`config.mk`:
```
export PLATFORM = sky130hd
export DESIGN_NAME = grid_nav_ctrl
export DESIGN_NICKNAME = d
export VERILOG_FILES = /design/src/rtl/grid_pkg.sv /design/src/rtl/grid_nav_ctrl_strobe_sync_edge.sv /design/src/rtl/grid_nav_ctrl.sv
export SDC_FILE = /design/constraint.sdc
export NUM_CORES = 1
export LEC_CHECK = 0
export CAP_MARGIN = 30
export CORE_UTILIZATION = 30
export DETAILED_ROUTE_END_ITERATION = 7
export PLACE_DENSITY_LB_ADDON = 0.05
export SETUP_SLACK_MARGIN = 0.5
export SLEW_MARGIN = 20
export SYNTH_ARGS = -nofsm -noshare
export SYNTH_HDL_FRONTEND = slang
export SYNTH_SLANG_ARGS = --single-unit
```
`constraint.sdc`:
```
create_clock -name clk_50MHz_i -period 1.9 [get_ports clk_50MHz_i]
set_input_delay 0.19 -clock clk_50MHz_i [delete_from_list [all_inputs] [get_ports clk_50MHz_i]]
set_output_delay 0.19 -clock clk_50MHz_i [all_outputs]
set_load 0.03 [all_outputs]
```
`src/rtl/grid_pkg.sv`:
```
// Shared keypad/navigation types: key codes, move directions and controller FSM states.
// Pure declarations, no logic, so no latency or backpressure applies.
package grid_pkg;

    localparam logic [3:0] KEY_UP    = 4'h2;
    localparam logic [3:0] KEY_DOWN  = 4'h8;
    localparam logic [3:0] KEY_LEFT  = 4'h4;
    localparam logic [3:0] KEY_RIGHT = 4'h6;

    typedef enum logic [2:0] {UP, DOWN, RIGHT, LEFT, NONE} dir_t;

    typedef enum logic [1:0] {ST_IDLE, ST_EVAL, ST_PROBE, ST_DECIDE} state_t;

    function automatic dir_t key_to_dir(input logic [3:0] key);
        case (key)
            KEY_UP:    return UP;
            KEY_DOWN:  return DOWN;
            KEY_LEFT:  return LEFT;
            KEY_RIGHT: return RIGHT;
            default:   return NONE;
        endcase
    endfunction

endpackage

```
`src/rtl/grid_nav_ctrl_strobe_sync_edge.sv`:
```
// 2-FF synchroniser plus rising-edge detector for an asynchronous strobe.
// Pulse appears 2 clocks after the pin is first sampled high and lasts one clock; no backpressure.
module strobe_sync_edge (
    input  logic clk_50MHz_i,
    input  logic rst_sync_la_i,
    input  logic strobe_async,
    output logic rise_pulse
);

    // [0],[1] synchronise; [2] holds the previous synchronised level for edge detection
    logic [2:0] sync_q;

    always_ff @(posedge clk_50MHz_i) begin
        if (!rst_sync_la_i) begin
            sync_q <= 3'b000;
        end else begin
            sync_q <= {sync_q[1:0], strobe_async};
        end
    end

    assign rise_pulse = sync_q[1] & ~sync_q[2];

endmodule

```
`src/rtl/grid_nav_ctrl.sv`:
```
// Player position controller: one keypad move per strobe edge, with edge wrap and wall-map check.
// Accepted edge to moved_o/bump_o takes 2+MAP_LAT clocks; strobe edges arriving while busy_o is high are dropped.
module grid_nav_ctrl
    import grid_pkg::*;
#(
    parameter int GRID_W  = 8,
    parameter int GRID_H  = 4,
    parameter int START_X = 7,
    parameter int START_Y = 3,
    parameter int MAP_LAT = 1,
    localparam int XB = $clog2(GRID_W),
    localparam int YB = $clog2(GRID_H),
    localparam int AW = XB + YB
) (
    input  logic          clk_50MHz_i,
    input  logic          rst_sync_la_i,
    input  logic [3:0]    key_i,
    input  logic          enable_move_i,
    input  logic          wrap_en_i,
    output logic [AW-1:0] probe_addr_o,
    input  logic          probe_blocked_i,
    output logic [AW-1:0] address_o,
    output logic          moved_o,
    output logic          bump_o,
    output logic          busy_o
);

    localparam logic [XB-1:0] X_MAX = XB'(GRID_W - 1);
    localparam logic [YB-1:0] Y_MAX = YB'(GRID_H - 1);

    state_t        state;
    dir_t          dir_q;
    logic          wrap_q;
    logic [XB-1:0] posx;
    logic [YB-1:0] posy;
    logic [1:0]    lat_cnt;
    logic          req;

    logic [XB-1:0] tx;
    logic [YB-1:0] ty;
    logic          at_edge;
    logic          has_dir;

    strobe_sync_edge u_strobe (
        .clk_50MHz_i  (clk_50MHz_i),
        .rst_sync_la_i(rst_sync_la_i),
        .strobe_async (enable_move_i),
        .rise_pulse   (req)
    );

    assign address_o = {posy, posx};

    // Edge tests compare against the true grid limits so non-power-of-2 sizes wrap correctly
    always_comb begin
        tx      = posx;
        ty      = posy;
        at_edge = 1'b0;
        has_dir = 1'b1;
        case (dir_q)
            UP: begin
                if (posy == '0) begin
                    at_edge = 1'b1;
                    ty      = Y_MAX;
                end else begin
                    ty = posy - YB'(1);
                end
            end
            DOWN: begin
                if (posy == Y_MAX) begin
                    at_edge = 1'b1;
                    ty      = '0;
                end else begin
                    ty = posy + YB'(1);
                end
            end
            LEFT: begin
                if (posx == '0) begin
                    at_edge = 1'b1;
                    tx      = X_MAX;
                end else begin
                    tx = posx - XB'(1);
                end
            end
            RIGHT: begin
                if (posx == X_MAX) begin
                    at_edge = 1'b1;
                    tx      = '0;
                end else begin
                    tx = posx + XB'(1);
                end
            end
            default: has_dir = 1'b0;
        endcase
    end

    always_ff @(posedge clk_50MHz_i) begin
        if (!rst_sync_la_i) begin
            state        <= ST_IDLE;
            dir_q        <= NONE;
            wrap_q       <= 1'b0;
            posx         <= XB'(START_X);
            posy         <= YB'(START_Y);
            probe_addr_o <= {YB'(START_Y), XB'(START_X)};
            lat_cnt      <= 2'd0;
            moved_o      <= 1'b0;
            bump_o       <= 1'b0;
            busy_o       <= 1'b0;
        end else begin
            moved_o <= 1'b0;
            bump_o  <= 1'b0;
            case (state)
                ST_IDLE: begin
                    if (req) begin
                        dir_q  <= key_to_dir(key_i);
                        wrap_q <= wrap_en_i;
                        state  <= ST_EVAL;
                        busy_o <= 1'b1;
                    end
                end
                ST_EVAL: begin
                    if (!has_dir) begin
                        state  <= ST_IDLE;
                        busy_o <= 1'b0;
                    end else if (at_edge && !wrap_q) begin
                        bump_o <= 1'b1;
                        state  <= ST_IDLE;
                        busy_o <= 1'b0;
                    end else begin
                        probe_addr_o <= {ty, tx};
                        lat_cnt      <= 2'(MAP_LAT);
                        state        <= ST_PROBE;
                    end
                end
                ST_PROBE: begin
                    lat_cnt <= lat_cnt - 2'd1;
                    if (lat_cnt == 2'd1) begin
                        state <= ST_DECIDE;
                    end
                end
                ST_DECIDE: begin
                    // probe_addr_o still holds the target, and becomes the position on a clear cell
                    if (probe_blocked_i) begin
                        bump_o       <= 1'b1;
                        probe_addr_o <= {posy, posx};
                    end else begin
                        {posy, posx} <= probe_addr_o;
                        moved_o      <= 1'b1;
                    end
                    state  <= ST_IDLE;
                    busy_o <= 1'b0;
                end
                default: begin
                    state  <= ST_IDLE;
                    busy_o <= 1'b0;
                end
            endcase
        end
    end

endmodule
```
* Word level (Yosys, flattened, before mapping)
Index checks and enable logic that the tools add are counted.
** Storage, ports and cells
- Register bits :: 24
- Input port bits :: 9
- Logic and storage cells :: 89
- Output and inout port bits :: 13
** Operators by class
- Reduce and logical (&&, ||, !) cells :: 17
- Equal/unequal tests :: 19
- $add $sub $neg :: 5
- Bitwise logic cells :: 3
- Mux-type cells :: 34
** Operators by type and width (number)
- $mux 2 :: 8
- $mux 5 :: 3
- $mux 1 :: 12
- $pmux 3 s4 :: 1
- $ne 2x2->1 const B :: 5
- $pmux 5 s2 :: 1
- $eq 4x3->1 const B :: 2
- $pmux 2 s2 :: 2
- $pmux 2 s4 :: 1
- $reduce_and 2->1 :: 4
- $eq 2x2->1 const B :: 3
- $eq 3x2->1 const B :: 2
- $logic_not 3->1 :: 2
- $mux 3 :: 2
- $pmux 3 s2 :: 1
- $reduce_and 3->1 :: 2
- $eq 2x1->1 const B :: 2
- $eq 4x2->1 const B :: 1
- $eq 4x4->1 const B :: 1
- $logic_not 2->1 :: 2
- $pmux 1 s4 :: 1
- $reduce_and 4->1 :: 1
- $reduce_bool 2->1 :: 2
- $reduce_or 4->1 :: 1
- other kinds (14) :: 16

* Logic depth before layout (Yosys ltp)
Gate-level depths: netlist of run 1.
- Depth in word-level cells :: 7
- Mapped depth :: 6
- Depth with buffers taken out :: 6

* Hierarchy
A second synthesis of run 1 with hierarchy kept.
** Unflattened totals
- Cells, all modules :: 136
- Area total of the unflattened synthesis :: 1252.5 um^2
** Modules (own cells, without submodules)
- grid_nav_ctrl :: sequential area each 420.4 um^2, cells each 129, area an instance 1159.9 um^2, times used 1
- strobe_sync_edge :: sequential area each 60.1 um^2, cells each 7, area an instance 92.6 um^2, times used 1

* Worst setup path after synthesis of run 1
OpenSTA, ideal clock, no wires.
- Path type :: register to register
- From :: register posx[0]
- To :: register probe_addr_o[4]
- Library setup time :: 121 ps
- Path buffers :: 0
- Arrival time :: 1825 ps
- Path slack :: -47 ps
- Period minus slack after synthesis :: 1947 ps
- Stages on the path, launching flop included :: 7
- Data required time :: 1779 ps
- Cells stage by stage :: dfxtp_1 inv_1 ha_1 nand3b_2 nand3_1 a311o_2 mux2_4
** On the way
- Cells in the longest elaborated chain, start to end :: 6
- Elaborated cells on any way between the ends :: 8
- Those cells by class :: eq/ne (2); mux (3); reduce/logical (3)
** RTL lines
- start, declared :: line grid_nav_ctrl.sv:34 : logic [XB-1:0] posx;
- start signal, assigned :: line grid_nav_ctrl.sv:101 : posx <= XB'(START_X);
- start signal, assigned :: line grid_nav_ctrl.sv:146 : {posy, posx} <= probe_addr_o;
- $eq 3x3->1 or $logic_not 3->1 (tied branches) :: line grid_nav_ctrl.sv:85, grid_nav_ctrl.sv:77
- $mux 1 (on tied branches) :: line grid_nav_ctrl.sv:85, grid_nav_ctrl.sv:77
- $pmux 1 s4 * :: line grid_nav_ctrl.sv:59 : case (dir_q)
- $logic_and 1x1->1 * :: line grid_nav_ctrl.sv:124 : end else if (at_edge && !wrap_q) begin
- $ne 2x2->1 (no source line) *
- $reduce_and 4->1 (no source line) *
- end signal, assigned :: line grid_nav_ctrl.sv:103 : probe_addr_o <= {YB'(START_Y), XB'(START_X)};
- end signal, assigned :: line grid_nav_ctrl.sv:129 : probe_addr_o <= {ty, tx};
- end signal, assigned :: line grid_nav_ctrl.sv:144 : probe_addr_o <= {posy, posx};
- end, declared :: line grid_nav_ctrl.sv:20 : output logic [AW-1:0] probe_addr_o,
Every way passes the cells marked *; elsewhere a longest branch is shown, timed or not.
A chain may end at the register's enable or synchronous reset.

* Worst setup path in the final report of run 1
- From :: register posx[1]
- To :: register probe_addr_o[3]
Same word-level chain as after synthesis.

==> summary.md, run 1 <==
| Metric | Value |
|---|---|
| Crit Path Max Fanout | 5 |
| Status | complete, no violations |
| CTS root buffer | clkbuf_8 |
| Gpl congestion | 0.7905 |
| Num CTS Buffers | 3 |
| Syn Inst Count | 139 |
| Number of synthesized flops with an enable pin | 0 |
| Post-synthesis average cell area | 9.154 um^2 |
| Gr usage total | 14.04% |
| Layout Area Growth over Synthesis | 34.12% |
| Final Max Slew Viols | 0 |
| Layout cells sized above 1 | 23.93% |
| Max-slew headroom | 68.98% |
| Die width | 67.13 um |
| DR pass1 iterations | 4 |
| Final Net Count | 180 |
| Post-route cell area | 1707 um^2 |
| Count leader, synth | dfxtp_1 |
| Global-route wire length before repair | 4.692 mm |
| Clock transition at path regs | 0.09 ns |
| Minimum clock period | 1.718 ns |
| Crit path kind | reg -> reg |
| Total negative slack | 0 ns |
| Worst slack at placement | 0.1187 ns |
| Yosys top cell by area | dfxtp_1 |
| Required time of the critical path | 2.06 ns |
| Static Leak | 0.7018 nW |
| Top cell family by delay on the critical path | compound AO/OA/AOI/OAI gates |
| Fin. Hold Viols | 0 |
| Critical Path, Cell by Cell | ha_4 -> ha_4 -> nand2b_4 -> nand3_4 -> a311o_2 -> mux2_4 |
| Worst path most repeated cell | ha_4 |
| Grt total ovfl | 0 |
| Synthesis-stage register bit count | 24 |
| Diodes inserted | 0 |
| H-tree depth | 1 |
| Hold crit path type | reg -> reg |
| Initial antenna violation count | 0 |
| FP Rows | 23 |
| Commonest cells post-synth | 24 x dfxtp_1, 14 x nand2_1, 12 x a21oi_1 |
| Worst path slowest cell | a311o_2 |
| Clk_skew | 0.003641 ns |
| Synth warnings | 0 |
| Kind of end point of the critical path | register |
| Hold slack | 0.4428 ns |
| Critical Path Max Stage Delay | 0.46 ns |
| Fmax | 582.2 MHz |
| Core Region | 4029 um^2 |
| CP startpoint kind | register |
| VDD IR max | 0.3363 mV |
| RSZ-0062 raised after global routing | true |
| Via count | 1064 |
| Critical path arrival | 1.88 ns |
| Clock sinks | 24 |
| DRC violations left | 0 |
| Clock Path Buffers | 2 |
| Final setup violation count | 0 |
| Post-DP Area | 1574 um^2 |
| Largest net degree at the start of global routing | 32 |
| Final worst-path cycle share | 90.40% |
| Wirelength, routed | 2.822 mm |
| CP bufs+invs | 0 |
| Sequential area share after synthesis | 37.76% |
| Wire per inst | 13.25 um |
| Port Buffer Count | 21 |
| Final ANT Viol Nets | 0 |
| Yosys top cell area share | 37.76% |
| Yosys cell types | 39 |
| DP HPWL | 1.994 mm |
| Vias in the first global route | 999 |
| Post-synth ARST share | 0% |
| Max_cap viols | 0 |
| Synth Net Count | 155 |
| Netlist Area Pre-Place | 1272 um^2 |
| Post-DR vias/cell | 4.995 |
| Worst-skew pair later-pin latency | 0.27 ns |
| Die Ht | 67.13 um |
| Worst Slack Setup Final | 0.1824 ns |
| Main synth FF type | dfxtp_1 |
| Ranking of synthesized cells by area | dfxtp_1 38%, ha_1 6.9%, a21oi_1 4.7% |
| Starting Density | 31.58% |
| CTS tree | done |
| PD cells | 591.3 nW/um^2 |
| Die area | 4506 um^2 |
| Worst-Margin Slew | 0.4624 ns |
| # hold bufs at CTS | 0 |
| Ports | 22 |
| Initial DRC Count | 30 |
==> logic make-up after synthesis <==
family | Yosys count | share of synthesized area (%)
AOI/OAI and AO/OA | 34 | 17.01
xor gates and xnor gates | 5 | 3.442
adders and majority gates | 7 | 6.883
buffers and inverters | 16 | 6.292
DFF | 24 | 37.76
muxes | 6 | 6.293
and+or+nand+nor | 47 | 22.32
==> final timing paths <==
check	from	end	slack (ns)	depth (start not counted)
setup / recovery	posx[1]	probe_addr_o[3]	0.18	6
hold / removal	u_strobe.sync_q[0]	u_strobe.sync_q[1]	0.44	1
hold reg to reg	u_strobe.sync_q[0]	u_strobe.sync_q[1]	0.44	1
setup reg to reg	posx[1]	probe_addr_o[3]	0.18	6
==> what timing repair did <==
action,CTS,global route
pin swaps,6,2
buffers inserted,1,4
resized for setup,16,8
setup endpoints to repair,31,19
==> layer usage <==
| metal | share of wire (%) | GRT usage [%] | up-vias |
|---|---|---|---|
| li1 | - | - | 537 |
| met1 | 43 | 15.91 | 501 |
| met2 | 51 | 25.62 | 24 |
| met3 | 4.9 | 4.452 | 2 |
| met4 | 0.35 | 2.394 | 0 |
| met5 | 0 | 0 | - |
==> metrics by stage <==
stage | utilization, % | instances | power [W]
floorplan | - | 139 | 0.0005812
CTS | 41.02 | 209 | 0.001019
detailed placement | 39.07 | 204 | 0.0006184
finish | 42.36 | 213 | 0.001009
global route | 42.36 | 213 | 0.001063
global placement | 39.07 | 204 | 0.0006163
==> sequential cells by signal, indices dropped and copies added (netlist names), named ones only <==
name and flops:
dir_q 3, state 1, busy_o 1, probe_addr_o 5
lat_cnt 2, u_strobe.sync_q 3, bump_o 1, posy 2
moved_o 1, posx 3, wrap_q 1
==> report_power, final <==
| group | internal, W | leakage, nW | total (W) | switching [W] |
|---|---|---|---|---|
| clock network | 0.000229 | 0.0339 | 0.000398 | 0.000169 |
| logic | 0.0000454 | 0.473 | 0.0000907 | 0.0000453 |
| registers | 0.000509 | 0.195 | 0.000521 | 0.0000113 |
==> cells in the final DEF (no fill, tap or decap), types with 2 or more instances in the layout <==
cell type        count
nand2b_1             5
ha_1                 4
a21oi_1             10
nor2_1               4
buf_4                6
dfxtp_2              6
a31oi_1              3
o211ai_1             6
xor2_1               2
inv_2                2
o21ai_0              6
nor2b_1              3
mux2i_1              2
nand2_1             14
and2_1               4
nor3b_1              2
dfxtp_1             15
xnor2_1              3
and3_1               3
clkbuf_8             3
a21oi_2              2
clkdlybuf4s50_1      8
dlygate4sd2_1       13
ha_4                 2
inv_1                6
mux2_4               4
dfxtp_4              3
==> final cells by class <==
| class | instances | area, um^2 |
|---|---|---|
| fillers | 411 | 2322 |
| multi-input cells | 99 | 789.5 |
| flip-flops and latches | 24 | 499.2 |
| repair buffers | 28 | 259.0 |
| clock buffers | 4 | 66.31 |
| well taps | 50 | 62.56 |
| inverters | 8 | 30.03 |
No activity file was read; power rests on OpenSTA's default activity.
==> run 2: changes to the inputs <==
--- a/config.mk
+++ b/config.mk
@@ -8,7 +8,7 @@
 export CAP_MARGIN = 30
 export CORE_UTILIZATION = 30
 export DETAILED_ROUTE_END_ITERATION = 7
-export PLACE_DENSITY_LB_ADDON = 0.05
+export PLACE_DENSITY_LB_ADDON = 0.2
 export SETUP_SLACK_MARGIN = 0.5
 export SLEW_MARGIN = 20
 export SYNTH_ARGS = -nofsm -noshare
==> run 2 against run 1 <==
Net effect: hold slack got worse by 0.0032 ns; critical endpoint is now probe_addr_o[4]; setup slack improved by 0.011 ns; clock skew fell by 0.0019 ns; combinational power fell by 4.3%; largest power group unchanged; critical path type unchanged; sequential share of layout area rose by 0.073 points.
==> summary.md, run 2 (same netlist as run 1, synthesis figures left out) <==
| Metric | Value |
|---|---|
| Status | complete, no violations |
| Final setup violation count | 0 (unchanged) |
| Placed cells | 207 (+1.5%) |
| Reg2reg path depth | 6 (unchanged) |
| # hold bufs at CTS | 0 (unchanged) |
| CTS root buffer | clkbuf_8 |
| FP Rows | 23 (unchanged) |
| Worst Hold End | u_strobe.sync_q[1] |
| Die area | 4506 um^2 (unchanged) |
| Worst-skew pair later-pin latency | 0.27 ns (about the same) |
| Crit Path Max Fanout | 5 (unchanged) |
| Vias in the first global route | 962 (-3.7%) |
| Most frequent cells in the layout | 16 x dfxtp_1, 14 x nand2_1, 13 x dlygate4sd2_1, 13 x buf_4, 11 x a21oi_1 |
| Wire per inst | 12.37 um (-6.6%) |
| Final Max Slew Viols | 0 (unchanged) |
| PD cells | 564.1 nW/um^2 (-4.6%) |
| Cell Count, Final, Fillers Out | 220 (+3.3%) |
| Post-DR vias/cell | 4.895 (-2.0%) |
| Largest register FFs | 5 (unchanged) |
| Ports | 22 (unchanged) |
| Gr usage total | 13.80% (-0.23 points) |
| VDD IR max | 0.2226 mV (-34%) |
| Largest net degree at the start of global routing | 28 (-13%) |
| Port Buffer Count | 21 (unchanged) |
| Total Power | 0.0009627 W (-4.6%) |
| Diodes inserted | 0 (unchanged) |
| Flop-to-flop setup slack | 0.19 ns (about the same) |
| Num CTS Buffers | 3 (unchanged) |
| DP HPWL | 1.902 mm (-4.6%) |
| Initial DRC Count | 20 (-33%) |
| RSZ-0062 raised after global routing | true |
| Final ANT Viol Nets | 0 (unchanged) |
| Layout cells sized above 1 | 25.88% (+2.0 points) |
| Gpl congestion | 0.7362 (-6.9%) |
| RR Endpoint | probe_addr_o[4] |
| Worst-Margin Slew | 0.4579 ns (-0.004587 ns) |
| H-tree depth | 1 (unchanged) |
| Wirelength, routed | 2.721 mm (-3.6%) |
| R2r startpoint | posx[1] |
| Die width | 67.13 um (unchanged) |
| Required time of the critical path | 2.07 ns (about the same) |
| Die Ht | 67.13 um (unchanged) |
| Hold depth | 1 (unchanged) |
| Core Util, Final | 42.36% (unchanged) |
| Clock sinks | 24 (unchanged) |
| DRC violations left | 0 (unchanged) |
| Total negative slack | 0 ns (unchanged) |
| Biggest register | probe_addr_o |
| Fmax | 586.1 MHz (+0.67%) |
| Post-route cell area | 1707 um^2 (unchanged) |
| Layout Area Growth over Synthesis | 34.12% (unchanged) |
| Starting Density | 31.58% (unchanged) |
| Commonest non-fill, non-tap cell in the layout | dfxtp_1 |
| Critical path arrival | 1.87 ns (about the same) |
| Grt total ovfl | 0 (unchanged) |
| Max-slew headroom | 69.29% (+0.31 points) |
| Max_cap viols | 0 (unchanged) |
| Hold Path Origin | u_strobe.sync_q[0] |
| CTS tree | done |
| Crit path kind | reg -> reg |
| Fin. Hold Viols | 0 (unchanged) |
| Clk_skew | 0.001705 ns (-0.001936 ns) |
| Final Net Count | 187 (+3.9%) |
| Clock Path Buffers | 2 (unchanged) |
| Initial antenna violation count | 0 (unchanged) |
| Minimum clock period | 1.706 ns (-0.01144 ns) |
| Core Region | 4029 um^2 (unchanged) |
| CP startpoint kind | register |
| Static Leak | 0.7103 nW (+1.2%) |
| Final worst-path cycle share | 89.80% (-0.60 points) |
| Clock transition at path regs | 0.09 ns (about the same) |
| Hold crit path type | reg -> reg |
| Post-DP Area | 1584 um^2 (+0.64%) |
| Via count | 1077 (+1.2%) |
| Kind of end point of the critical path | register |
| DR pass1 iterations | 4 (unchanged) |
| Global-route wire length before repair | 4.526 mm (-3.5%) |
-- run 2: per-layer routing --
layer	vias up	wire (um)	global-route usage, %
li1	549	-	-
met1	504	1291	17.79
met2	20	1275	20.88
met3	4	91	2.568
met4	0	63	8.777
met5	-	0	0
-- run 2: metrics by stage --
stage | hold WS, ns | setup WS [ns]
4_1_cts | 0.4458 | 0.1988
2_1_floorplan | 0.3173 | 0.1773
3_5_place_dp | 0.4244 | 0.1526
5_1_grt | 0.4611 | 0.1285
3_3_place_gp | 0.4264 | 0.1688
6_report | 0.4396 | 0.1939
-- run 2: power breakdown --
part           internal [W]   total, W  switching [W]  leakage, nW
logic             0.0000454  0.0000868      0.0000414        0.486
clock network      0.000185   0.000356       0.000171       0.0288
registers          0.000508   0.000520      0.0000113        0.195
total              0.000739   0.000963       0.000224        0.710
-- run 2: timing repair --
action / in CTS / in global routing
endpoints found under the setup margin: 30 / 13
buffers inserted: 8 / 1
cloned: 0 / 0
resized for setup: 18 / 2
pin swaps: 8 / 1
-- run 2: worst max-delay path by stage --
stage,start,end,depth (start not counted)
after floorplan,posx[1],probe_addr_o[4],6
after global placement,posx[1],probe_addr_o[1],6
after detailed placement,posx[1],probe_addr_o[4],6
after CTS,posx[1],probe_addr_o[4],6
after global routing,posx[0],probe_addr_o[4],6
final,posx[1],probe_addr_o[4],6
-- run 2: worst max-delay path: stages (launching register included) --
cell and delay (ns):
dfxtp_4 0.37, ha_4 0.16, ha_4 0.15, nand2b_4 0.06
nand3_2 0.08, a311o_2 0.46, mux2_4 0.31
-- run 2: area by class of cell --
class | instances | area (um^2)
Clock buffer | 4 | 55.05
Fill cell | 431 | 2322
Inverter | 8 | 30.03
Multi-Input combinational cell | 99 | 755.7
Sequential cell | 24 | 500.5
Tap cell | 50 | 62.56
Timing Repair Buffer | 35 | 302.8
